File: config.mk
export PLATFORM = sky130hd
export DESIGN_NAME = icache_main_fsm_nway
export DESIGN_NICKNAME = d
export VERILOG_FILES = /design/src/rtl/icache_main_fsm_nway.sv
export SDC_FILE = /design/constraint.sdc
export NUM_CORES = 1
export LEC_CHECK = 0
export ABC_AREA = 1
export CAP_MARGIN = 40
export CORE_UTILIZATION = 42
export CTS_CLUSTER_SIZE = 24
export DETAILED_ROUTE_END_ITERATION = 8
export GPL_ROUTABILITY_DRIVEN = 0
export PLACE_DENSITY = 0.93
export RECOVER_POWER = 50
export SLEW_MARGIN = 20
export SYNTH_ARGS = -nofsm -noshare
export SYNTH_HDL_FRONTEND = slang
export SYNTH_SLANG_ARGS = --single-unit
export TNS_END_PERCENT = 5
File: constraint.sdc
create_clock -name clk -period 2 [get_ports clk]
set_input_delay 0.4 -clock clk [delete_from_list [all_inputs] [get_ports clk]]
set_output_delay 0.4 -clock clk [all_outputs]
set_load 0.02 [all_outputs]
File: src/rtl/icache_main_fsm_nway.sv
// Main control FSM for the N-way instruction cache: lookup, multi-beat refill,
// uncached bypass fetch and single-cycle CACOP tag invalidate.
module icache_main_fsm_nway #(
   parameter int NWAY  = 4,
   parameter int WAYW  = 2,
   parameter int BEATS = 16,
   parameter int CNTW  = 4
) (
   input  logic            clk,
   input  logic            rstn,
   input  logic            valid,
   input  logic            uncached,
   input  logic            cacop_valid,
   input  logic [WAYW-1:0] cacop_way,
   input  logic [NWAY-1:0] hit,
   input  logic [NWAY-1:0] lru_way_sel,
   input  logic            r_rdy,
   input  logic            ret_valid,
   input  logic            ret_last,
   output logic [NWAY-1:0] way_visit,
   output logic            way_sel_en,
   output logic            rbuf_we,
   output logic            pbuf_we,
   output logic            mbuf_we,
   output logic            fbuf_we,
   output logic [CNTW-1:0] beat_idx,
   output logic [1:0]      rdata_sel,
   output logic [NWAY-1:0] mem_we,
   output logic [NWAY-1:0] tagv_we,
   output logic            tagv_clr,
   output logic            r_req,
   output logic [7:0]      r_len,
   output logic            r_data_ready,
   output logic            data_valid,
   output logic            cache_ready,
   output logic            cacop_done,
   output logic            proto_err
);

   typedef enum logic [2:0] {
      S_IDLE    = 3'd0,
      S_LOOKUP  = 3'd1,
      S_MISS    = 3'd2,
      S_REFILL  = 3'd3,
      S_UC_REQ  = 3'd4,
      S_UC_WAIT = 3'd5,
      S_CACOP   = 3'd6
   } state_t;

   state_t          state_q, state_d;
   logic [CNTW-1:0] cnt_q, cnt_d;
   logic            perr_q, perr_d;
   logic            last_beat;

   assign last_beat = (cnt_q == CNTW'(BEATS - 1));
   assign proto_err = perr_q;

   always_ff @(posedge clk or negedge rstn) begin
      if (!rstn) begin
         state_q <= S_IDLE;
         cnt_q   <= '0;
         perr_q  <= 1'b0;
      end else begin
         state_q <= state_d;
         cnt_q   <= cnt_d;
         perr_q  <= perr_d;
      end
   end

   always_comb begin
      state_d      = state_q;
      cnt_d        = cnt_q;
      perr_d       = perr_q;
      way_visit    = '0;
      way_sel_en   = 1'b0;
      rbuf_we      = 1'b0;
      pbuf_we      = 1'b0;
      mbuf_we      = 1'b0;
      fbuf_we      = 1'b0;
      beat_idx     = '0;
      rdata_sel    = 2'b00;
      mem_we       = '0;
      tagv_we      = '0;
      tagv_clr     = 1'b0;
      r_req        = 1'b0;
      r_len        = 8'd0;
      r_data_ready = 1'b0;
      data_valid   = 1'b0;
      cache_ready  = 1'b0;
      cacop_done   = 1'b0;

      // Outputs are pure decodes, so they are forced low for the whole reset window.
      if (rstn) begin
         case (state_q)
            S_IDLE: begin
               rbuf_we     = 1'b1;
               cache_ready = !cacop_valid;
               if (cacop_valid)
                  state_d = S_CACOP;
               else if (valid)
                  state_d = S_LOOKUP;
            end
            S_LOOKUP: begin
               pbuf_we = 1'b1;
               if (uncached) begin
                  state_d = S_UC_REQ;
               end else if (|hit) begin
                  rdata_sel   = 2'b01;
                  data_valid  = 1'b1;
                  way_visit   = hit;
                  way_sel_en  = 1'b1;
                  rbuf_we     = !cacop_valid;
                  cache_ready = !cacop_valid;
                  state_d     = (!cacop_valid && valid) ? S_LOOKUP : S_IDLE;
               end else begin
                  mbuf_we = 1'b1;
                  state_d = S_MISS;
               end
            end
            S_MISS: begin
               r_req = 1'b1;
               r_len = 8'(BEATS - 1);
               if (r_rdy) begin
                  cnt_d   = '0;
                  state_d = S_REFILL;
               end
            end
            S_REFILL: begin
               r_data_ready = 1'b1;
               beat_idx     = cnt_q;
               if (ret_valid) begin
                  fbuf_we = 1'b1;
                  if (ret_last != last_beat)
                     perr_d = 1'b1;
                  // The refill ends on the beat count alone; ret_last only feeds the error flag.
                  if (last_beat) begin
                     cnt_d       = '0;
                     mem_we      = lru_way_sel;
                     tagv_we     = lru_way_sel;
                     way_visit   = lru_way_sel;
                     way_sel_en  = 1'b1;
                     data_valid  = 1'b1;
                     rbuf_we     = !cacop_valid;
                     cache_ready = !cacop_valid;
                     state_d     = (!cacop_valid && valid) ? S_LOOKUP : S_IDLE;
                  end else begin
                     cnt_d = cnt_q + 1'b1;
                  end
               end
            end
            S_UC_REQ: begin
               r_req = 1'b1;
               if (r_rdy)
                  state_d = S_UC_WAIT;
            end
            S_UC_WAIT: begin
               r_data_ready = 1'b1;
               if (ret_valid) begin
                  rdata_sel   = 2'b10;
                  data_valid  = 1'b1;
                  rbuf_we     = !cacop_valid;
                  cache_ready = !cacop_valid;
                  state_d     = (!cacop_valid && valid) ? S_LOOKUP : S_IDLE;
               end
            end
            S_CACOP: begin
               // An out-of-range way index matches no bit and writes nothing.
               for (int i = 0; i < NWAY; i++)
                  tagv_we[i] = (cacop_way == WAYW'(i));
               tagv_clr   = 1'b1;
               cacop_done = 1'b1;
               state_d    = S_IDLE;
            end
            default: state_d = S_IDLE;
         endcase
      end
   end

endmodule

-- After elaboration in Yosys (flattened, before gate mapping)
Index checks and enable logic that the tools add are counted.
- memory bits (writable): 0
- bits in read-only memories: 0
- latch bits: 0
- input bits: 18
- word-level logic and storage cells: 98
- memories kept: 0
- register bits: 8
- shift-type cells: 0
- reductions and logical operators: 11
- magnitude comparators: 0
- div/mod/pow operators: 0
- equality and inequality tests: 17
- $mul: 0
- multiplexer cells: 66
- bitwise operators: 0
- $add $sub $neg: 1
- operators with widths (kind ; number):
    2-to-1 mux 4 bit ; 15
    2-to-1 mux 1 bit ; 31
    2-to-1 mux 3 bit ; 8
    case mux 4 bit (2 select lines) ; 3
    case mux 3 bit (6 select lines) ; 1
    inequality test 2 bit (second input constant) ; 5
    equality test 3 bit (second input constant) ; 3
    case mux 1 bit (4 select lines) ; 2
    AND reduction 4 bit ; 2
    AND reduction 7 bit ; 1
    equality test 3 x 2 -> 1 bit (second input constant) ; 2
    2-to-1 mux 2 bit ; 3
    adder 4 x 1 -> 4 bit (second input constant) ; 1
    equality test 2 bit (second input constant) ; 2
    equality test 4 bit (second input constant) ; 1
    case mux 2 bit (2 select lines) ; 1
    OR reduction 2 bit ; 2
    OR reduction 4 bit ; 1
    equality test 3 x 1 -> 1 bit (second input constant) ; 1
    zero test 3 bit ; 1
    inequality test 3 bit (second input constant) ; 1
    case mux 1 bit (3 select lines) ; 1
    equality test 2 x 1 -> 1 bit (second input constant) ; 1
    zero test 2 bit ; 1
    other kinds (5) ; 5

-- Logic depth before layout (Yosys ltp)
Gate-level depths: netlist (run 1).
- depth in word-level cells: 6
- gate-level depth with buffers: 10
- mapped depth without buffers: 9

-- Least setup slack after synthesis (run 1)
OpenSTA, ideal clock, no wires.
- kind: flip-flop to output port
- from: reg state_q[0]
- to: out tagv_clr
- stages on the path, launching flop included: 6
- arrival: 1.446 ns
- slack: 0.154 ns
- path buffers: 2
- cells stage by stage: dfrtp_1 -> buf_6 -> inv_1 -> nand2_1 -> nor3_1 -> buf_4
- longest elaborated chain between the ends: 3
- RTL lines (what ; RTL line ; source):
    start, declared ; 50 ; state_t state_q, state_d;
    start signal, assigned ; 64 ; state_q <= state_d;
    equality test 3 bit ; -- ;
    2-to-1 mux 1 bit (2 in series) ; -- ;
    end, declared ; 30 ; output logic tagv_clr,
No other way between the ends.

-- Worst setup path in the final report (run 1)
- from: reg cnt_q[1]
- to: out tagv_we[2]
- longest elaborated chain between the ends: 5
- RTL lines (what ; RTL line ; source):
    start, declared ; 51 ; logic [CNTW-1:0] cnt_q, cnt_d;
    start signal, assigned ; 65 ; cnt_q <= cnt_d;
    equality test 4 bit ; 55 ; assign last_beat = (cnt_q == CNTW'(BEATS - 1));
    2-to-1 mux 4 bit ; 136 ; if (last_beat) begin
    2-to-1 mux 4 bit ; 131 ; if (ret_valid) begin
    case mux 4 bit (2 select lines) ; 94 ; case (state_q)
    2-to-1 mux 4 bit ; 93 ; if (rstn) begin
    end, declared ; 29 ; output logic [NWAY-1:0] tagv_we,
No other way between the ends.

==> results.py, run 1 <==
metrics = {
    "pwr": {
        "power.density_nw_per_um2": 925,
        "ir_drop_mv": 0.965,
        "p_leak_nw": 0.904,
    },
    "routing": {
        "firstDrtPassIters": 4,
        "vias": 1426,
        "drt-wirelength-per-cell_microns": 12.6,
        "via_per_inst": 5.11,
        "drt_wl_total_mm": 3.51,
        "ant_nets": 0,
        "drt_iter0_markers": 33,
        "drc": 0,
    },
    "floorplan": {
        "design.die.area_sq_um": 2670,
        "core_sq_um": 2280,
        "fp.dieW_microns": 51.7,
        "num_rows": 17,
        "start_util_pct": 45.5,
        "ios": 56,
        "fp.dieH_microns": 51.7,
    },
    "synth": {
        "syn_avg_cell_area_sq_um": 6.02,
        "syn_inst": 172,
        "syn_area_sq_um": 1040,
        "yosysSeqAreaShare_pct": 19.3,
        "ys_ff_latch": 8,
        "ys_types": 31,
        "yosysWarnings": 0,
    },
    "clock_tree": {
        "clk_latency_ns": 0.26,
        "ctsHtreeMaxLevel": 1,
        "clock_path_buffers": 2,
        "holdBufCountCts": 0,
        "clkTransAtPathRegs_ns": 0.06,
        "cts-buffers-inserted": 3,
        "cts-root-buf": "clkbuf_4",
        "cts_setup_buffers": 0,
        "cts_tree": "built",
        "cts.sinks": 8,
    },
    "sta": {
        "clock.fmax_ghz": 0.485,
        "drv_slew": 0,
        "maxSlewHeadroom_pct": 61.5,
        "rsz0062_at_grt": "true",
        "fin_crit_ns": 2.06,
        "fin_ws_ns": -0.0610,
        "period_share_pct": 103,
        "worst_slew_pin_slew_ns": 0.577,
        "worst_clock_skew_ns": 0.00666,
        "hold_violations": 0,
        "finalSetupViolCount": 11,
    },
    "grt": {
        "grt.met3_usage_pct": 5.56,
        "track_usage_pct": 27.1,
        "use_met2_pct": 50.4,
        "busiest_layer": "met2",
        "overflow": 0,
        "grt_pass1_wl_mm": 5.45,
        "antenna_found_initial": 0,
        "grt_util_met1_pct": 31.3,
        "grt_start_max_net_pins": 15,
        "grt_pass1_vias": 1314,
    },
    "critical_path": {
        "crit_path_max_incr_delay_ns": 0.35,
        "cp.required_ns": 1.60,
        "critPathKind": "reg -> out",
        "crit_path_cell_trace": "ha_2 > nand2_1 > nor2_2 > nand3_2 > inv_4 > nand2_1 > a21oi_1 > buf_4",
        "crit_family": "simple AND/OR/NAND/NOR gates",
        "reg2reg_slack_ns": 0.45,
        "crit_top_cell": "nand2_1",
        "arrival_ns": 1.66,
        "startpoint_type": "flip-flop",
        "worst_setup_path_end_kind": "output port",
        "crit_buf_inv": 2,
        "startpoint": "cnt_q[1]",
        "cp_slowest_cell": "dfrtp_1",
        "r2r_start": "state_q[0]",
        "crit_fanout": 5,
    },
    "job": {
        "drv_cap": 0,
    },
    "place": {
        "post-dp-hpwl_mm": 2.80,
        "numPortBuffers": 51,
        "dp.cells": 276,
    },
    "hold_path": {
        "hold_class": "reg -> reg",
        "hp-start": "proto_err",
    },
    "run_status": {
        "status": "complete, but fails checks",
        "violations": "setup timing",
    },
    "final_layout": {
        "fillers": 167,
        "layout.cells.non_filler": 279,
        "antenna_cells": 0,
        "area_growth_pct": 71.3,
        "final_util_pct": 78.0,
        "fin_nets": 272,
        "drive_gt1_share_pct": 41.4,
    },
}
==> placed cells by master (no fill, tap or decap), types with 2 or more instances in the layout <==
cell type        instances
xor2_1                   2
nand4_1                  2
nand2_2                  5
nand3_2                  3
nand3_1                 13
dfrtp_1                  6
clkdlybuf4s50_1         17
nor2_1                  25
inv_4                    2
clkdlybuf4s15_2          3
buf_2                    3
nand2_1                 42
dfrtp_2                  2
inv_2                    2
o21ai_1                  4
inv_1                   14
nand3_4                  2
conb_1                   4
clkbuf_4                 3
nor2_2                   7
a21oi_1                  8
buf_6                    2
buf_12                   2
clkbuf_2                 7
a21oi_2                  4
o21ai_0                  2
buf_4                   50
nor2_4                   2
==> layout make-up <==
class                   instances  area, sq um  share of cell area [%]
flip-flops and latches          8          203                    11.4
well taps                      28         35.0                    1.97
repair buffers                 86          706                    39.8
inverters                      19         76.3                    4.30
clock buffers                   3         22.5                    1.27
multi-input cells             135          732                    41.3
==> cell families (layout without fill, tap and decap cells) <==
logic type / count (synthesis) / after routing / synth area share [%]
fa+ha+maj: 1 / 1 / 1.21
compound gates: 22 / 22 / 11.7
buf+inv: 32 / 108 / 16.9
simple gates: 105 / 105 / 47.9
xor+xnor: 3 / 3 / 2.54
flops: 8 / 8 / 19.3
other cells: 1 / 4 / 0.362
==> per-stage QoR <==
stage / setup WS (ns) / power (mW) / hold WS (ns) / instance area (sq um) / TNS, ns
6_report: -0.0610 / 1.64 / 0.455 / 1770 / -0.270
3_3_place_gp: -0.438 / 1.46 / 0.441 / 1780 / -10.93
2_1_floorplan: 0.154 / 0.977 / 0.104 / 1050 / 0
3_5_place_dp: -0.490 / 1.50 / 0.446 / 1780 / -11.64
5_1_grt: -0.144 / 1.77 / 0.491 / 1770 / -1.75
4_1_cts: -0.0533 / 1.60 / 0.458 / 1750 / -0.393
==> synthesized netlist by cell type <==
cell type	instances	share of area [%]
nand2_1	45	16
nor2_1	32	12
inv_1	14	5.1
nand3_1	14	6.8
a21oi_1	11	5.3
buf_4	8	5.8
dfrtp_1	8	19
o21ai_1	4	1.9
buf_6	3	3.3
inv_2	3	1.1
nand3_2	3	2.9
o21ai_0	3	1.4
buf_1	2	0.72
nand2_2	2	1.2
nand4_1	2	1.2
nor2_4	2	2.2
xor2_1	2	1.7
a21o_1	1	0.72
a21oi_2	1	0.85
and2_1	1	0.60
clkinv_1	1	0.36
conb_1	1	0.36
ha_1	1	1.2
inv_4	1	0.60
nand2_4	1	1.1
nand3_4	1	1.7
nor2_8	1	1.9
nor3_1	1	0.48
o211ai_1	1	0.72
o21bai_1	1	0.72
xnor2_1	1	0.85
==> repair_timing <==
action | in CTS | in global routing
gates resized for setup | 123 | 45
setup endpoints to repair | 33 | 33
hold endpoints to repair | 0 | 0
pin swaps | 0 | 1
==> final timing paths <==
kind                            cells past startpoint         end
worst min register to register                      1   proto_err
worst max register to register                      9    cnt_q[2]
worst max-delay path                                8  tagv_we[2]
worst min-delay path                                1   proto_err
min in group asynchronous                           2    cnt_q[3]
max in group asynchronous                           2  state_q[1]
==> power breakdown <==
part           internal (mW)  total [mW]  leakage [nW]  switching (mW)
clock                 0.0690       0.128        0.0138          0.0594
combinational          0.552        1.21         0.787           0.653
sequential             0.231       0.307         0.103          0.0757
==> per-layer routing <==
layer / share of wire, % / vias to the layer above
met5: 0 / -
met4: 1.3 / 0
met3: 5.5 / 8
met2: 54 / 56
met1: 40 / 670
li1: - / 692
==> state kept, by name (all words and copies together), names as in the netlist <==
signal and count:
proto_err 1, cnt_q 4, state_q 3
No activity file was read; power rests on OpenSTA's default activity.
==> run 2: changes to the inputs <==
--- a/config.mk
+++ b/config.mk
@@ -7,11 +7,11 @@
 export LEC_CHECK = 0
 export ABC_AREA = 1
 export CAP_MARGIN = 40
+export CORE_ASPECT_RATIO = 1.75
 export CORE_UTILIZATION = 42
 export CTS_CLUSTER_SIZE = 24
 export DETAILED_ROUTE_END_ITERATION = 8
-export GPL_ROUTABILITY_DRIVEN = 0
-export PLACE_DENSITY = 0.93
+export PLACE_DENSITY = 0.85
 export RECOVER_POWER = 50
 export SLEW_MARGIN = 20
 export SYNTH_ARGS = -nofsm -noshare
==> results.py, run 2 (synthesized netlist as in run 1, its figures left out) <==
metrics = {
    "run_status": {
        "status": "complete, but fails checks",
        "violations": "setup timing",
    },
    "grt": {
        "grt_pass1_vias": 1334,
        "grt_pass1_wl_mm": 5.58,
        "overflow": 0,
        "grt_start_max_net_pins": 14,
        "antenna_found_initial": 0,
        "track_usage_pct": 29.8,
    },
    "routing": {
        "ant_nets": 0,
        "firstDrtPassIters": 4,
        "drc": 0,
        "drt_wl_total_mm": 3.88,
        "via_per_inst": 5.17,
        "vias": 1432,
        "drt-wirelength-per-cell_microns": 14.0,
        "drt_iter0_markers": 44,
    },
    "critical_path": {
        "cp.required_ns": 1.60,
        "arrival_ns": 1.64,
        "crit_fanout": 8,
        "critPathKind": "in -> out",
        "crit_path_cell_trace": "clkdlybuf4s50_1 > inv_2 > nor2_1 > dlygate4sd2_1",
        "crit_family": "buffers and inverters",
        "crit_buf_inv": 3,
        "startpoint_type": "primary input",
        "cp_slowest_cell": "clkdlybuf4s50_1",
        "worst_setup_path_end_kind": "output port",
        "crit_path_max_incr_delay_ns": 0.52,
    },
    "sta": {
        "period_share_pct": 102,
        "rsz0062_at_grt": "true",
        "drv_slew": 0,
        "worst_clock_skew_ns": 0.00318,
        "fin_ws_ns": -0.0412,
        "hold_violations": 0,
        "finalSetupViolCount": 7,
        "clock.fmax_ghz": 0.490,
        "fin_crit_ns": 2.04,
        "finalSetupTns_ns": -0.149,
    },
    "floorplan": {
        "fp.dieH_microns": 67.7,
        "num_rows": 23,
        "ios": 56,
        "core_sq_um": 2300,
        "fp.dieW_microns": 39.5,
        "design.die.area_sq_um": 2680,
        "start_util_pct": 45.0,
    },
    "pwr": {
        "power_frac_comb_pct": 70.5,
        "p_int_mw": 0.951,
        "p_clk_share_pct": 11.1,
        "ir_drop_mv": 0.836,
        "power.density_nw_per_um2": 980,
        "power.total_mw": 1.78,
        "p_leak_nw": 0.981,
        "switching_share_pct": 46.5,
        "p_switching_mw": 0.826,
        "seqPwrFrac_pct": 18.4,
    },
    "clock_tree": {
        "clk_latency_ns": 0.23,
        "clkTransAtPathRegs_ns": 0.04,
        "holdBufCountCts": 0,
        "ctsHtreeMaxLevel": 1,
        "cts.sinks": 8,
        "cts-root-buf": "clkbuf_8",
        "clock_path_buffers": 2,
        "cts_tree": "built",
        "cts-buffers-inserted": 3,
    },
    "job": {
        "drv_cap": 0,
    },
    "place": {
        "dp.cells": 269,
        "place_congestion": 0.903,
        "post-dp-hpwl_mm": 2.89,
        "placement.setup.worst_slack_ns": -0.463,
        "numPortBuffers": 51,
    },
    "final_layout": {
        "layout_common_cells": "46 x buf_4, 42 x nand2_1, 27 x nor2_1",
        "multi_input_area_sq_um": 746,
        "layout_commonest_cell": "buf_4",
        "fillers": 168,
        "fin_nets": 273,
        "area_growth_pct": 75.1,
        "layout.cells.non_filler": 277,
        "largest-register": "cnt_q",
        "drive_gt1_share_pct": 40.9,
        "largest_register_ffs": 4,
        "seq_area_sq_um": 204,
        "antenna_cells": 0,
    },
    "hold_path": {
        "hold_class": "reg -> reg",
    },
}
run 2: cell count changes in the layout (fill, tap and decap cells not counted), sizes merged:
cell / before / now
clkbuf: 11 / 9
dlygate4sd3: 1 / 0
dlygate4sd2: 0 / 4
clkdlybuf4s50: 17 / 13
clkdlybuf4s15: 3 / 1
buf: 57 / 58
dlymetal6s2s: 0 / 5
run 2: cell type report:
class / instances / area share (%)
sequential: 8 / 11.2
inverter: 19 / 4.21
timing repair buffer: 87 / 39.4
clock buffer: 3 / 2.28
multi-input combinational: 135 / 41.1
tap: 25 / 1.72
run 2: power groups by stage:
stage	registers [mW]	clock network (mW)	logic (mW)
after CTS	0.336	0.198	1.13
after global routing	0.337	0.212	1.36
final	0.328	0.196	1.25
after global placement	0.326	0	1.13
after floorplan	0.286	0	0.692
after detailed placement	0.331	0	1.15
run 2: worst paths after layout:
kind                             from         end  slack (ns)  cells past startpoint
max                              rstn    r_len[1]       -0.04                      4
min                         proto_err   proto_err        0.47                      1
max reg2reg                state_q[2]    cnt_q[2]        0.39                      9
min reg2reg                 proto_err   proto_err        0.47                      1
max in group asynchronous        rstn  state_q[0]        1.27                      2
min in group asynchronous        rstn    cnt_q[1]        0.56                      2
run 2: metrics by stage:
stage | hold slack, ns | cell area [sq um] | utilization (%)
final | 0.468 | 1810 | 78.8
after global routing | 0.487 | 1810 | 78.8
after CTS | 0.469 | 1710 | 74.4
after detailed placement | 0.465 | 1750 | 75.8
after global placement | 0.440 | 1750 | 75.8
after floorplan | 0.104 | 1050 | -
run 2: repair_timing:
action | 4_1_cts | 5_1_grt
gates resized for setup | 108 | 51
endpoints found under the hold margin | 0 | 0
endpoints found under the setup margin | 33 | 33
setup buffers | 0 | 5
pin swaps | 0 | 13
run 2: per-layer routing:
metal  GRT usage, %  wire [microns]  part of all wire [%]  up-vias
met5              0               0                     0        -
met3           4.28             118                   3.0       16
li1               -               -                     -      695
met1           25.5            1280                    33      674
met4           12.9             139                   3.6        0
met2           60.7            2340                    60       47
run 2: worst register-to-register path, stage by stage, from the launching register on:
cell	delay, ns
dfrtp_2	0.45
buf_12	0.16
nor2_8	0.11
buf_4	0.18
nand2_2	0.06
buf_4	0.13
nand2_2	0.05
nand3_2	0.16
nand2_1	0.12
o21ai_1	0.07
